$ cat src/rtl/demux_pkg.sv
// Shared constants and helpers for the n-way stream demultiplexer.
package demux_pkg;

  // Largest channel count the demux supports.
  localparam int unsigned DEMUX_MAX_OUT = 16;

  // Ceiling log2; clog2(1) = 0.
  function automatic int unsigned clog2(input int unsigned n);
    int unsigned r;
    r = 0;
    for (int unsigned v = n - 1; v > 0; v = v >> 1) begin
      r++;
    end
    return r;
  endfunction

  // Select width, never narrower than one bit.
  function automatic int unsigned sel_width(input int unsigned n);
    return (clog2(n) < 1) ? 1 : clog2(n);
  endfunction

endpackage

$ cat src/rtl/demux_nway_stream_if.sv
// Producer-side and consumer-side handshake signals of the n-way demux.
interface demux_nway_stream_if
  import demux_pkg::*;
#(
  parameter int unsigned DATA_W  = 8,
  parameter int unsigned NUM_OUT = 4
);

  localparam int unsigned SEL_W = sel_width(NUM_OUT);

  logic                      in_valid;
  logic                      in_ready;
  logic [DATA_W-1:0]         in_data;
  logic [SEL_W-1:0]          in_sel;
  logic                      in_bcast;
  logic [NUM_OUT-1:0]        out_valid;
  logic [NUM_OUT-1:0]        out_ready;
  logic [NUM_OUT*DATA_W-1:0] out_data;
  logic                      sel_err;

  // Environment side: drives the producer word and the consumer readies.
  modport master (
    output in_valid, in_data, in_sel, in_bcast, out_ready,
    input  in_ready, out_valid, out_data, sel_err
  );

  // Demux side.
  modport slave (
    input  in_valid, in_data, in_sel, in_bcast, out_ready,
    output in_ready, out_valid, out_data, sel_err
  );

endinterface

$ cat src/rtl/demux_slot.sv
// One-entry output holding register; load wins over drain so a same-cycle
// drain and fill keeps the slot full with the new word.
module demux_slot #(
  parameter int unsigned DATA_W = 8
) (
  input  logic              clk,
  input  logic              rst_n,
  input  logic              load,
  input  logic              drain,
  input  logic [DATA_W-1:0] load_data,
  output logic              full,
  output logic [DATA_W-1:0] data
);

  logic              full_q;
  logic [DATA_W-1:0] data_q;

  // Slot state: data only changes on load, so it holds while stalled or empty.
  always_ff @(posedge clk or negedge rst_n) begin
    if (!rst_n) begin
      full_q <= 1'b0;
      data_q <= '0;
    end else if (load) begin
      full_q <= 1'b1;
      data_q <= load_data;
    end else if (drain) begin
      full_q <= 1'b0;
    end
  end

  assign full = full_q;
  assign data = data_q;

endmodule

$ cat src/rtl/demux_nway_stream.sv
// Registered 1-to-NUM_OUT stream demux with per-channel holding slots,
// broadcast mode and an out-of-range select error pulse.
module demux_nway_stream
  import demux_pkg::*;
#(
  parameter int unsigned DATA_W  = 8,
  parameter int unsigned NUM_OUT = 4
) (
  input logic                clk,
  input logic                rst_n,
  demux_nway_stream_if.slave bus
);

  if (NUM_OUT < 2 || NUM_OUT > DEMUX_MAX_OUT) begin : g_bad_num_out
    $error("demux_nway_stream: NUM_OUT must be within 2..16");
  end

  logic [NUM_OUT-1:0] full;
  logic [NUM_OUT-1:0] can_acc;
  logic [NUM_OUT-1:0] drain;
  logic [NUM_OUT-1:0] load;
  logic [NUM_OUT-1:0] sel_onehot;
  logic               sel_legal;
  logic               in_ready;
  logic               xfer;
  logic               sel_err_d;
  logic               sel_err_q;
  logic               slot_full [NUM_OUT];
  logic [DATA_W-1:0]  slot_data [NUM_OUT];

  // Select decode, ready generation and per-slot load/drain enables.
  always_comb begin
    sel_onehot = '0;
    for (int unsigned k = 0; k < NUM_OUT; k++) begin
      sel_onehot[k] = (32'(bus.in_sel) == k);
    end
    sel_legal = |sel_onehot;
    can_acc   = ~full | bus.out_ready;
    drain     = full & bus.out_ready;

    // Broadcast needs every slot free so all copies load on one edge;
    // an out-of-range select is swallowed unconditionally.
    if (bus.in_bcast) begin
      in_ready = &can_acc;
    end else if (!sel_legal) begin
      in_ready = 1'b1;
    end else begin
      in_ready = |(sel_onehot & can_acc);
    end

    xfer = bus.in_valid & in_ready;
    load = '0;
    if (xfer) begin
      load = bus.in_bcast ? '1 : sel_onehot;
    end
    sel_err_d = xfer & ~bus.in_bcast & ~sel_legal;
  end

  for (genvar k = 0; k < NUM_OUT; k++) begin : g_slot
    demux_slot #(
      .DATA_W(DATA_W)
    ) u_slot (
      .clk      (clk),
      .rst_n    (rst_n),
      .load     (load[k]),
      .drain    (drain[k]),
      .load_data(bus.in_data),
      .full     (slot_full[k]),
      .data     (slot_data[k])
    );
  end

  // Pack slot state into the flat output bus.
  always_comb begin
    full         = '0;
    bus.out_data = '0;
    for (int unsigned k = 0; k < NUM_OUT; k++) begin
      full[k]                          = slot_full[k];
      bus.out_data[k*DATA_W +: DATA_W] = slot_data[k];
    end
  end

  // One-cycle error pulse per swallowed out-of-range word.
  always_ff @(posedge clk or negedge rst_n) begin
    if (!rst_n) begin
      sel_err_q <= 1'b0;
    end else begin
      sel_err_q <= sel_err_d;
    end
  end

  assign bus.in_ready  = in_ready;
  assign bus.out_valid = full;
  assign bus.sel_err   = sel_err_q;

endmodule

$ cat src/flat_wrapper.sv
// flat-port wrapper written by rule: the top's interface ports become plain ports
module demux_nway_stream_flat import demux_pkg::*;
#(
  parameter int unsigned DATA_W  = 8,
  parameter int unsigned NUM_OUT = 4
)
  (clk, rst_n, bus_in_valid, bus_in_data, bus_in_sel, bus_in_bcast, bus_out_ready, bus_in_ready, bus_out_valid, bus_out_data, bus_sel_err);
  demux_nway_stream_if #(.DATA_W(DATA_W), .NUM_OUT(NUM_OUT)) bus_i ();
  input logic clk;
  input logic rst_n;
  input wire logic [$bits(bus_i.in_valid)-1:0] bus_in_valid;
  input wire logic [$bits(bus_i.in_data)-1:0] bus_in_data;
  input wire logic [$bits(bus_i.in_sel)-1:0] bus_in_sel;
  input wire logic [$bits(bus_i.in_bcast)-1:0] bus_in_bcast;
  input wire logic [$bits(bus_i.out_ready)-1:0] bus_out_ready;
  output wire logic [$bits(bus_i.in_ready)-1:0] bus_in_ready;
  output wire logic [$bits(bus_i.out_valid)-1:0] bus_out_valid;
  output wire logic [$bits(bus_i.out_data)-1:0] bus_out_data;
  output wire logic [$bits(bus_i.sel_err)-1:0] bus_sel_err;
  assign bus_i.in_valid = bus_in_valid;
  assign bus_i.in_data = bus_in_data;
  assign bus_i.in_sel = bus_in_sel;
  assign bus_i.in_bcast = bus_in_bcast;
  assign bus_i.out_ready = bus_out_ready;
  assign bus_in_ready = bus_i.in_ready;
  assign bus_out_valid = bus_i.out_valid;
  assign bus_out_data = bus_i.out_data;
  assign bus_sel_err = bus_i.sel_err;
  demux_nway_stream #(.DATA_W(DATA_W), .NUM_OUT(NUM_OUT)) u_core (.clk(clk), .rst_n(rst_n), .bus(bus_i));
endmodule
$ cat config.mk
export PLATFORM = sky130hd
export DESIGN_NAME = demux_nway_stream_flat
export DESIGN_NICKNAME = d
export VERILOG_FILES = /design/src/rtl/demux_pkg.sv /design/src/rtl/demux_nway_stream_if.sv /design/src/rtl/demux_slot.sv /design/src/rtl/demux_nway_stream.sv /design/src/flat_wrapper.sv
export SDC_FILE = /design/constraint.sdc
export NUM_CORES = 1
export LEC_CHECK = 0
export CORE_MARGIN = 1
export CORE_UTILIZATION = 39
export DETAILED_ROUTE_END_ITERATION = 16
export PLACE_DENSITY_LB_ADDON = 0.05
export SYNTH_ARGS = -nofsm -noshare
export SYNTH_HDL_FRONTEND = slang
export SYNTH_SLANG_ARGS = --single-unit
$ cat constraint.sdc
create_clock -name clk -period 1.5 [get_ports clk]
set_input_delay 0.375 -clock clk [delete_from_list [all_inputs] [get_ports clk]]
set_output_delay 0.375 -clock clk [all_outputs]
set_load 0.05 [all_outputs]
### Word level (Yosys, flattened, before mapping)

Cells that the tools add are included.

| storage, ports and cells | value |
|---|---|
| flip-flop bits (word level) | 37 |
| word-level logic and storage cells | 41 |
| output and inout port bits | 38 |
| bits of input ports | 18 |

| cells by class | value |
|---|---|
| bitwise operators | 9 |
| reduce and logical (&&, ||, !) cells | 8 |
| muxes and demuxes | 12 |
| eq/ne operators | 3 |

Operators by type and width:

| cell | count |
|---|---|
| 2-to-1 mux 1 bit | 10 |
| bitwise AND 4 bit | 2 |
| 2-to-1 mux 4 bit | 2 |
| nonzero test 2 bit | 4 |
| OR reduction 4 bit | 2 |
| equality test 2 bit (second input constant) | 2 |
| NOT 4 bit | 1 |
| bitwise OR 4 bit | 1 |
| AND reduction 4 bit | 1 |
| bitwise AND 1 bit | 3 |
| equality test 2 x 1 -> 1 bit (second input constant) | 1 |
| logical NOT 2 bit | 1 |
| NOT 1 bit | 2 |

### Depth between registers and ports, before layout

Gate-level depths: netlist of the first run.

| logic depth | value |
|---|---|
| depth after elaboration | 9 |
| gate-level depth with buffers | 4 |
| gate-level depth less buffers | 4 |

### By module

Synthesis of the first run repeated with hierarchy kept, for this count alone.

| unflattened totals | value |
|---|---|
| cell total of the unflattened synthesis | 111 |
| area total of the unflattened synthesis | 1675.4 um^2 |

By module, submodules not included:

| module | seq. area each (um^2) | cells each | area an instance (um^2) | instances |
|---|---|---|---|---|
| demux_slot | 225.2 | 20 | 369.1 | 4 |
| demux_nway_stream | 25.0 | 31 | 198.9 | 1 |

### Worst setup path before layout of the first run

Ideal clock, no wire load.

| path | value |
|---|---|
| path kind | reg2out |
| start point | register u_core.g_slot[1].u_slot.full_q |
| end point | output port bus_in_ready |
| data arrival time | 1.542 ns |
| cell stages (with the launch flop) | 5 |
| data required time | 1.125 ns |
| buffers on the path | 0 |
| slack | -0.417 ns |
| path through | dfrtp_1 -> nor2b_1 -> a211oi_1 -> a21oi_1 -> o22ai_1 |

| on the way | value |
|---|---|
| word-level cells in the longest chain between the ends | 6 |
| elaborated cells on any way between the ends | 7 |
| classes of those cells | 2 x mux; 3 x bitwise; 2 x reduce/logical |

RTL lines:

| item | RTL line | source |
|---|---|---|
| from (decl) | demux_slot.sv:15 | `logic full_q;` |
| from (signal assigned) | demux_slot.sv:21 | `full_q <= 1'b0;` |
| from (signal assigned) | demux_slot.sv:24 | `full_q <= 1'b1;` |
| from (signal assigned) | demux_slot.sv:27 | `full_q <= 1'b0;` |
| NOT 4 bit (*) | demux_nway_stream.sv:38 | `can_acc = ~full \| bus.out_ready;` |
| bitwise OR 4 bit (*) | demux_nway_stream.sv:38 |  |
| bitwise AND 4 bit | demux_nway_stream.sv:48 | `in_ready = \|(sel_onehot & can_acc);` |
| OR reduction 4 bit | demux_nway_stream.sv:48 |  |
| 2-to-1 mux 1 bit | demux_nway_stream.sv:45 | `end else if (!sel_legal) begin` |
| 2-to-1 mux 1 bit (*) | demux_nway_stream.sv:43 | `if (bus.in_bcast) begin` |
| to (decl) | flat_wrapper.sv:16 | `output wire logic [$bits(bus_i.in_ready)-1:0] bus_in_ready;` |

Mark *: on every way between the ends. The rest lies on a longest branch, timed or not.

### Worst setup path in the final report of the first run

Same ends and word-level chain as after synthesis.

==> results by group, run 1 <==
Outcome
  – Status: complete, but fails checks
  – Failing checks: negative setup slack

Floorplan
  – Core Rows: 22
  – Die footprint: 0.00421 mm^2
  – DIE WIDTH: 64.9 um
  – I/O pins: 56
  – Die Height: 64.9 um
  – Starting Density: 0.415
  – Core ar.: 0.00372 mm^2

Critical path
  – Crit start category: register
  – Slowest-stage cell, CP: dfrtp_1
  – R2R Path End: u_core.g_slot[2].u_slot.data[2]
  – Reg2Reg Depth: 6
  – Launch point of the worst reg-to-reg path: u_core.g_slot[2].u_slot.full
  – Worst Path Arrival: 1520 ps
  – Worst path max stage delay: 420 ps
  – R2r setup slk: -270 ps
  – Top delay family on crit path: compound AO/OA/AOI/OAI gates
  – Critical Path RT: 1120 ps
  – Crit path max fanout: 2
  – Worst setup EP type: primary output
  – Critical path class: register to primary output
  – Critical-path cell list: nor2b_4, a211oi_2, a21oi_2, o22ai_4, buf_12
  – Buf/Inv on CP: 1

Route
  – Wire per inst: 18.9 um
  – Residual DRC: 0
  – Via density: 4.97
  – Iteration count of the initial detailed-routing pass: 4
  – Initial DRC count: 35
  – Vias: 1,213
  – Antenna Nets Post-Route: 0
  – Total Wirelength: 4610 um

CTS
  – Root Buffer: clkbuf_8
  – Max Root-Sink Buffers: 2
  – Htree depth: 2
  – TritonCTS clock tree: yes
  – Clock Pin Slew Worst Setup and Hold Paths: 80 ps
  – Cts hold-fix bufs: 0
  – Clk sinks: 37
  – Num CTS Buffers: 5
  – Clock latency on the worst-skew pair: 290 ps

Power and ir drop
  – Pwr per Cell Area: 1900 mW/mm^2
  – Total chip power: 5970 uW
  – Leak Pwr: 0.00142 uW
  – Max VDD drop: 1470 uV

Layout
  – Most common cell after layout, fill and taps aside: buf_12
  – Most frequent cells in the layout: buf_12 (42), dfrtp_1 (36), buf_4 (19), mux2_2 (16), mux2_4 (16)
  – Layout cells sized above 1: 0.679
  – Fillcell total: 177
  – N_diodes: 0
  – Fin area: 0.00314 mm^2
  – Syn-to-layout area delta: 104%
  – Final net count: 213

Placement
  – Post-DP HPWL: 2850 um
  – Pre-CTS setup slack: -819 ps
  – GPL Wtd Cong: 0.802
  – Area after DPL: 0.00271 mm^2
  – Port buffer count: 55

Synthesis
  – Seq/Total Area, Yosys: 0.600
  – Synthesized area per cell: 14.6 um^2
  – Mapped Cells: 106
  – Cell variety after synth: 26
  – Syn Nets: 124
  – Synth Cell Area: 0.00154 mm^2
  – Syn. warnings: 0
  – Flop and latch count out of synthesis: 37

Global routing
  – Vias in the first global route: 1,394
  – Largest net degree at the start of global routing: 38
  – GR Util All Layers: 0.234
  – Overflow after GRT: 0
  – Global-route wire length before repair: 7170 um
  – Initial antenna violation count: 0

Timing
  – Period minus WS final: 1890 ps
  – Clock Skew: 7.77 ps
  – Endpoints failing setup: 34
  – Fmax: 528 MHz
  – Max-slew violation count: 0
  – Final Hold Violating Endpoints: 0
  – Fin Setup TNS: -7430 ps
  – RSZ-0062 raised after global routing: yes
  – Final worst-path cycle share: 1.26
  – Setup WS post-layout: -392 ps

Job
  – Max-Cap Viols: 0

Min path
  – HP Class: primary input to async pin
## per-stage QoR
| stage | utilization | cells | hold WS [ps] |
|---|---|---|---|
| floorplan | - | 106 | 79.4 |
| global placement | 0.728 | 226 | 350 |
| detailed placement | 0.728 | 226 | 352 |
| CTS | 0.830 | 243 | 41.7 |
| global route | 0.845 | 244 | 49.7 |
| finish | 0.845 | 244 | 29.0 |
## power by group
group	switching, uW	internal (uW)
Combinational	1560	1720
Clock	381	670
Sequential	346	1300
Total	2280	3690
## repair_timing
action                     4_1_cts  5_1_grt
setup endpoints to repair       36       36
pin swaps                       10        5
gates cloned                     1        0
resized for setup               38       13
buffers inserted                 8        4
## sequential cells by signal, indices dropped and copies added (netlist names)
name / flops
u_core.bus.sel_err: 1
u_core.g_slot.u_slot.data: 32
u_core.g_slot.u_slot.full: 4
## cells in the mapped netlist
master     n  area share
nor4_1     1      0.0041
mux2_1     1      0.0073
nand2b_1   6       0.024
o21ai_4    1       0.011
nand2_1    3      0.0073
nor2b_1    3       0.012
a21oi_1    1      0.0032
dfrtp_1   37        0.60
nor2_2     2      0.0081
o22ai_1    1      0.0041
nand4_1    1      0.0041
and3b_1    1      0.0057
a211oi_1   1      0.0049
or3b_1     1      0.0057
a41oi_1    1      0.0057
buf_4      4       0.019
inv_1      1      0.0024
nand3b_1   1      0.0049
nor2_1     2      0.0049
nor3b_1    1      0.0049
or3_1      1      0.0041
o21bai_1   1      0.0049
o21ai_2    1      0.0057
conb_1     1      0.0024
mux2_2    31        0.23
o22ai_4    1       0.013
## cells by family (layout without fill, tap and decap cells)
family | count (synthesis) | count (layout) | synth area share
AO/OA/AOI/OAI | 8 | 8 | 0.0519
multiplexers | 32 | 32 | 0.234
buffers and inverters | 5 | 95 | 0.0219
flip-flops | 37 | 37 | 0.600
AND/OR/NAND/NOR | 23 | 23 | 0.0900
other | 1 | 1 | 0.00243
## worst max path at each step
stage                                      start                         endpoint  slack [ps]  cells after the start
floorplan           u_core.g_slot[0].u_slot.full                     bus_in_ready         -40                      4
global placement                bus_out_ready[2]  u_core.g_slot[0].u_slot.data[5]        -740                      6
detailed placement              bus_out_ready[2]  u_core.g_slot[0].u_slot.data[7]        -820                      6
CTS                 u_core.g_slot[1].u_slot.full                     bus_in_ready        -340                      5
global route        u_core.g_slot[1].u_slot.full                     bus_in_ready        -440                      5
finish              u_core.g_slot[1].u_slot.full                     bus_in_ready        -390                      5
## layout make-up
| class | count | area, um^2 | share of cell area |
|---|---|---|---|
| Tap cell | 48 | 60.1 | 0.0191 |
| Inverter | 1 | 3.75 | 0.00120 |
| Clock inverter | 3 | 68.8 | 0.0219 |
| Clock buffer | 5 | 68.8 | 0.0219 |
| Sequential cell | 37 | 927 | 0.295 |
| Timing Repair Buffer | 86 | 1230 | 0.392 |
| Multi-Input combinational cell | 64 | 782 | 0.249 |
## layer usage
layer | vias to the layer above | track usage | part of all wire
li1 | 546 | - | -
met1 | 620 | 0.282 | 0.41
met2 | 43 | 0.395 | 0.53
met3 | 4 | 0.0616 | 0.057
met4 | 0 | 0.0917 | 0.0093
met5 | - | 0 | 0
Power figures use the tool's default switching activity.
==> inputs of run 2 (changes only) <==
--- a/config.mk
+++ b/config.mk
@@ -5,6 +5,7 @@
 export SDC_FILE = /design/constraint.sdc
 export NUM_CORES = 1
 export LEC_CHECK = 0
+export CORE_ASPECT_RATIO = 0.5
 export CORE_MARGIN = 1
 export CORE_UTILIZATION = 39
 export DETAILED_ROUTE_END_ITERATION = 16
==> run 2 against run 1 <==
Effect of this change: the run still ends with negative setup slack left; largest power group unchanged; die area grew 0.36%; first-iteration DRC count up 60%; sequential power hardly changed; highest routed layer unchanged.
==> results by group, run 2 (synthesized netlist as in run 1, its figures left out) <==
Outcome
  – Status: complete, but fails checks
  – Failing checks: negative setup slack

Layout
  – Final net count: 213
  – Max FFs per register: 32
  – Most common cell after layout, fill and taps aside: buf_12
  – Syn-to-layout area delta: 98.1%
  – N_diodes: 0
  – Most frequent cells in the layout: buf_12 (43), dfrtp_1 (37), mux2_2 (26), buf_4 (20), clkdlybuf4s50_1 (8)
  – Fillcell total: 174
  – Layout cells sized above 1: 0.663

CTS
  – Num CTS Buffers: 5
  – Clock Pin Slew Worst Setup and Hold Paths: 80 ps
  – Max Root-Sink Buffers: 2
  – Clock latency on the worst-skew pair: 290 ps
  – TritonCTS clock tree: yes
  – Htree depth: 2
  – Root Buffer: clkbuf_8
  – Clk sinks: 37

Floorplan
  – Core Rows: 15
  – Starting Density: 0.428
  – Die Height: 46.5 um
  – I/O pins: 56
  – DIE WIDTH: 90.9 um
  – Die footprint: 0.00423 mm^2
  – Core ar.: 0.00360 mm^2

Critical path
  – R2r setup slk: -290 ps
  – Critical Path RT: 1120 ps
  – Worst Path Arrival: 1500 ps
  – Reg2Reg Depth: 6
  – Worst setup EP type: primary output
  – Critical path class: register to primary output
  – R2R Path End: u_core.g_slot[2].u_slot.data[6]
  – Crit start category: register
  – Launch point of the worst reg-to-reg path: u_core.g_slot[2].u_slot.full
  – Crit path max fanout: 2

Global routing
  – Vias in the first global route: 1,292
  – Initial antenna violation count: 0
  – Met3 global-route usage: 0.0660
  – Overflow after GRT: 0
  – Largest net degree at the start of global routing: 38
  – GR Util All Layers: 0.224
  – Global-route wire length before repair: 6780 um
  – Met2 Usage GRT: 0.405
  – Met1 usage: 0.270
  – Global routing's busiest layer: met2

Placement
  – Post-DP HPWL: 2710 um
  – GPL Wtd Cong: 0.857
  – Port buffer count: 55

Route
  – Wire per inst: 17.3 um
  – Vias: 1,209
  – Antenna Nets Post-Route: 0
  – Via density: 4.89
  – Iteration count of the initial detailed-routing pass: 4
  – Total Wirelength: 4260 um
  – Residual DRC: 0
  – Initial DRC count: 56

Timing
  – Setup WS post-layout: -375 ps
  – Fmax: 533 MHz
  – Hold Worst Slack: 132 ps
  – Final worst-path cycle share: 1.25
  – Clock Skew: 6.73 ps
  – Endpoints failing setup: 33
  – Period minus WS final: 1880 ps
  – RSZ-0062 raised after global routing: yes
  – Final Hold Violating Endpoints: 0
  – Max-slew violation count: 0

Job
  – Max-Cap Viols: 0

Power and ir drop
  – Pwr per Cell Area: 1810 mW/mm^2
  – Max VDD drop: 1140 uV
  – Leak Pwr: 0.00136 uW
  – Total chip power: 5530 uW

Min path
  – HP Class: primary input to async pin
## run 2: routing by layer
metal / part of all wire / wire length (um) / up-vias
met5: 0 / 0 / -
li1: - / - / 547
met3: 0.044 / 186 / 8
met4: 0.016 / 67 / 0
met1: 0.42 / 1800 / 622
met2: 0.52 / 2210 / 32
## run 2: power breakdown
| part | leakage [uW] | switching, uW | internal [uW] |
|---|---|---|---|
| combinational | 0.000876 | 1540 | 1660 |
| clock | 0.0000445 | 372 | 329 |
| sequential | 0.000438 | 324 | 1300 |
| total | 0.00136 | 2230 | 3290 |
## run 2: worst max path at each step
stage                                 startpoint                              end  slack, ps
floorplan           u_core.g_slot[0].u_slot.full                     bus_in_ready        -40
global placement                    bus_in_bcast  u_core.g_slot[0].u_slot.data[1]       -720
detailed placement                  bus_in_bcast  u_core.g_slot[0].u_slot.data[0]       -760
CTS                 u_core.g_slot[0].u_slot.full                     bus_in_ready       -330
global route        u_core.g_slot[2].u_slot.full                     bus_in_ready       -420
finish              u_core.g_slot[2].u_slot.full                     bus_in_ready       -380
## run 2: through the flow
stage	utilization	std cells	setup WS, ps	area [um^2]	TNS [ps]
2_1_floorplan	-	106	-39.7	1580	-664
3_3_place_gp	0.745	226	-720	2690	-22570
3_5_place_dp	0.745	226	-758	2690	-24460
4_1_cts	0.828	244	-326	2990	-5400
5_1_grt	0.848	247	-425	3060	-9200
6_report	0.848	247	-375	3060	-7580
## run 2: final cells by class
class | count | area [um^2] | share of cell area
Timing Repair Buffer | 86 | 1250 | 0.410
Tap cell | 51 | 63.8 | 0.0209
Clock inverter | 3 | 21.3 | 0.00696
Multi-Input combinational cell | 64 | 719 | 0.235
Inverter | 1 | 3.75 | 0.00123
Sequential cell | 37 | 926 | 0.303
Clock buffer | 5 | 68.8 | 0.0225
## run 2: worst max-delay path: stages, from the launching register on
cell and delay, ps:
dfrtp_1 400, nor2b_2 170, buf_4 140, nor2_2 90
a21oi_2 70, o22ai_4 160, buf_6 180
## run 2: timing repair
action | 4_1_cts | 5_1_grt
pin swaps | 6 | 5
gates resized for setup | 32 | 5
endpoints found under the hold margin | 0 | 0
endpoints found under the setup margin | 35 | 35
hold buffers | 0 | 0
cloned | 1 | 0
setup buffers | 9 | 3
==> inputs of run 3 (changes only) <==
--- a/config.mk
+++ b/config.mk
@@ -13,3 +13,4 @@
 export SYNTH_ARGS = -nofsm -noshare
 export SYNTH_HDL_FRONTEND = slang
 export SYNTH_SLANG_ARGS = --single-unit
+export TNS_END_PERCENT = 30
==> run 3 against run 2 <==
Effect of this change: the run still ends with negative setup slack left; critical path depth is 1 lower; sequential power barely moved; non-clock buffer count unchanged; global-route usage fell by 1.7 points; cell count shrank 0.81%.
==> results by group, run 3 (synthesized netlist as in run 1, its figures left out) <==
Critical path
  – Critical Path RT: 1120 ps
  – Crit path max fanout: 2
  – Crit start category: register
  – R2r setup slk: -310 ps
  – Worst setup EP type: primary output
  – Reg2Reg Depth: 7
  – Worst Path Arrival: 1450 ps
  – Critical path class: register to primary output
  – R2R Path End: u_core.g_slot[2].u_slot.data[5]
  – Launch point of the worst reg-to-reg path: u_core.g_slot[1].u_slot.full

Global routing
  – Vias in the first global route: 1,201
  – Global-route wire length before repair: 6160 um
  – Initial antenna violation count: 0
  – GR Util All Layers: 0.207
  – Largest net degree at the start of global routing: 38
  – Overflow after GRT: 0

CTS
  – Clock Pin Slew Worst Setup and Hold Paths: 70 ps
  – Htree depth: 2
  – Clock latency on the worst-skew pair: 280 ps
  – TritonCTS clock tree: yes
  – Root Buffer: clkbuf_8
  – Clk sinks: 37
  – Num CTS Buffers: 5
  – Cts hold-fix bufs: 0
  – Max Root-Sink Buffers: 2

Placement
  – Pre-CTS setup slack: -774 ps
  – GPL Wtd Cong: 0.759
  – Placed Instances: 224
  – Port buffer count: 55
  – Post-DP HPWL: 2680 um

Timing
  – Max-slew violation count: 0
  – Clock Skew: 3.92 ps
  – Fmax: 547 MHz
  – Setup WS post-layout: -328 ps
  – Period minus WS final: 1830 ps
  – Endpoints failing setup: 34
  – RSZ-0062 raised after global routing: yes
  – Final worst-path cycle share: 1.22
  – Final Hold Violating Endpoints: 0

Route
  – Met2 wire len: 2060 um
  – Antenna Nets Post-Route: 0
  – Met1 WL: 1730 um
  – Iteration count of the initial detailed-routing pass: 2
  – Vias: 1,175
  – Wire per inst: 16.8 um
  – WL met3: 283 um
  – Initial DRC count: 25
  – Via density: 4.80
  – Total Wirelength: 4130 um
  – Residual DRC: 0
  – DR top layer: met4

Layout
  – N_diodes: 0
  – Final net count: 213
  – Layout cells sized above 1: 0.660
  – Most common cell after layout, fill and taps aside: buf_12
  – Utilization after layout: 0.841
  – Most frequent cells in the layout: buf_12 (41), dfrtp_1 (37), mux2_2 (23), buf_4 (22), mux2_4 (9)
  – Max FFs per register: 32
  – Finished Layout Cells: 245
  – Syn-to-layout area delta: 96.5%

Floorplan
  – Core Rows: 15
  – Die Height: 46.5 um
  – Starting Density: 0.428
  – Core ar.: 0.00360 mm^2
  – DIE WIDTH: 90.9 um
  – Die footprint: 0.00423 mm^2
  – I/O pins: 56

Power and ir drop
  – Share of power burned in registers: 0.299
  – Sw Share: 0.399
  – Clock Power Share: 0.114
  – Leak Pwr: 0.00136 uW
  – Logic pwr share: 0.587
  – Pwr per Cell Area: 1800 mW/mm^2
  – Internal: 3270 uW
  – Sw Pwr: 2180 uW
  – Max VDD drop: 1230 uV

Job
  – Max-Cap Viols: 0

Outcome
  – Failing checks: negative setup slack
  – Status: complete, but fails checks

Min path
  – HP Class: primary input to async pin
[run 3: cell count changes in the layout (fill, tap and decap cells not counted), moves of 2 or more]
| cell | previous run | this run |
|---|---|---|
| mux2_2 | 26 | 23 |
| buf_4 | 20 | 22 |
| buf_12 | 43 | 41 |
| mux2_4 | 5 | 9 |
[run 3: layout make-up]
class                      instances  area, um^2
clock inverter                     1        5.00
fill                             175         572
timing repair buffer              86        1230
sequential                        37         926
inverter                           1        3.75
multi-input combinational         64         736
tap                               51        63.8
clock buffer                       5        68.8
[run 3: how the worst max path moves through the flow]
stage                                 endpoint                         start  slack [ps]  cells past startpoint
2_1_floorplan  u_core.g_slot[1].u_slot.data[0]              bus_out_ready[1]         -50                      4
3_3_place_gp   u_core.g_slot[0].u_slot.data[2]              bus_out_ready[2]        -730                      6
3_5_place_dp   u_core.g_slot[0].u_slot.data[7]              bus_out_ready[2]        -770                      6
4_1_cts                           bus_in_ready  u_core.g_slot[0].u_slot.full        -330                      5
5_1_grt        u_core.g_slot[2].u_slot.data[5]  u_core.g_slot[0].u_slot.full        -380                      7
6_report                          bus_in_ready  u_core.g_slot[1].u_slot.full        -330                      5
[run 3: power groups by stage]
stage	sequential [uW]	clock, uW	combinational, uW
floorplan	2470	0	490
global placement	1630	0	2970
detailed placement	1640	0	3000
CTS	1620	638	3170
global route	1670	681	3300
finish	1630	620	3200
[run 3: metal layers]
metal,up-vias,GRT usage
met5,-,0
met4,0,0.0571
met3,6,0.0825
met2,40,0.353
met1,582,0.252
li1,547,-
[run 3: timing repair]
item / 4_1_cts / 5_1_grt
setup buffers: 11 / 3
resized for setup: 29 / 12
pin swaps: 7 / 5
endpoints found under the setup margin: 35 / 35
cloned: 1 / 0
[run 3: critical path, stage by stage (launching register included)]
cell and delay (ps):
dfrtp_1 390, nor2b_4 140, a211oi_2 190, a21oi_2 80, o22ai_4 190, buf_6 180
[run 3: through the flow]
step	cell area, um^2	total power (uW)	hold slack (ps)	TNS [ps]
floorplan	1580	2960	79.4	-1270
global placement	2670	4600	353	-23470
detailed placement	2670	4640	363	-25010
CTS	2970	5430	58.0	-5080
global route	3030	5650	64.0	-9310
finish	3030	5450	45.9	-7160
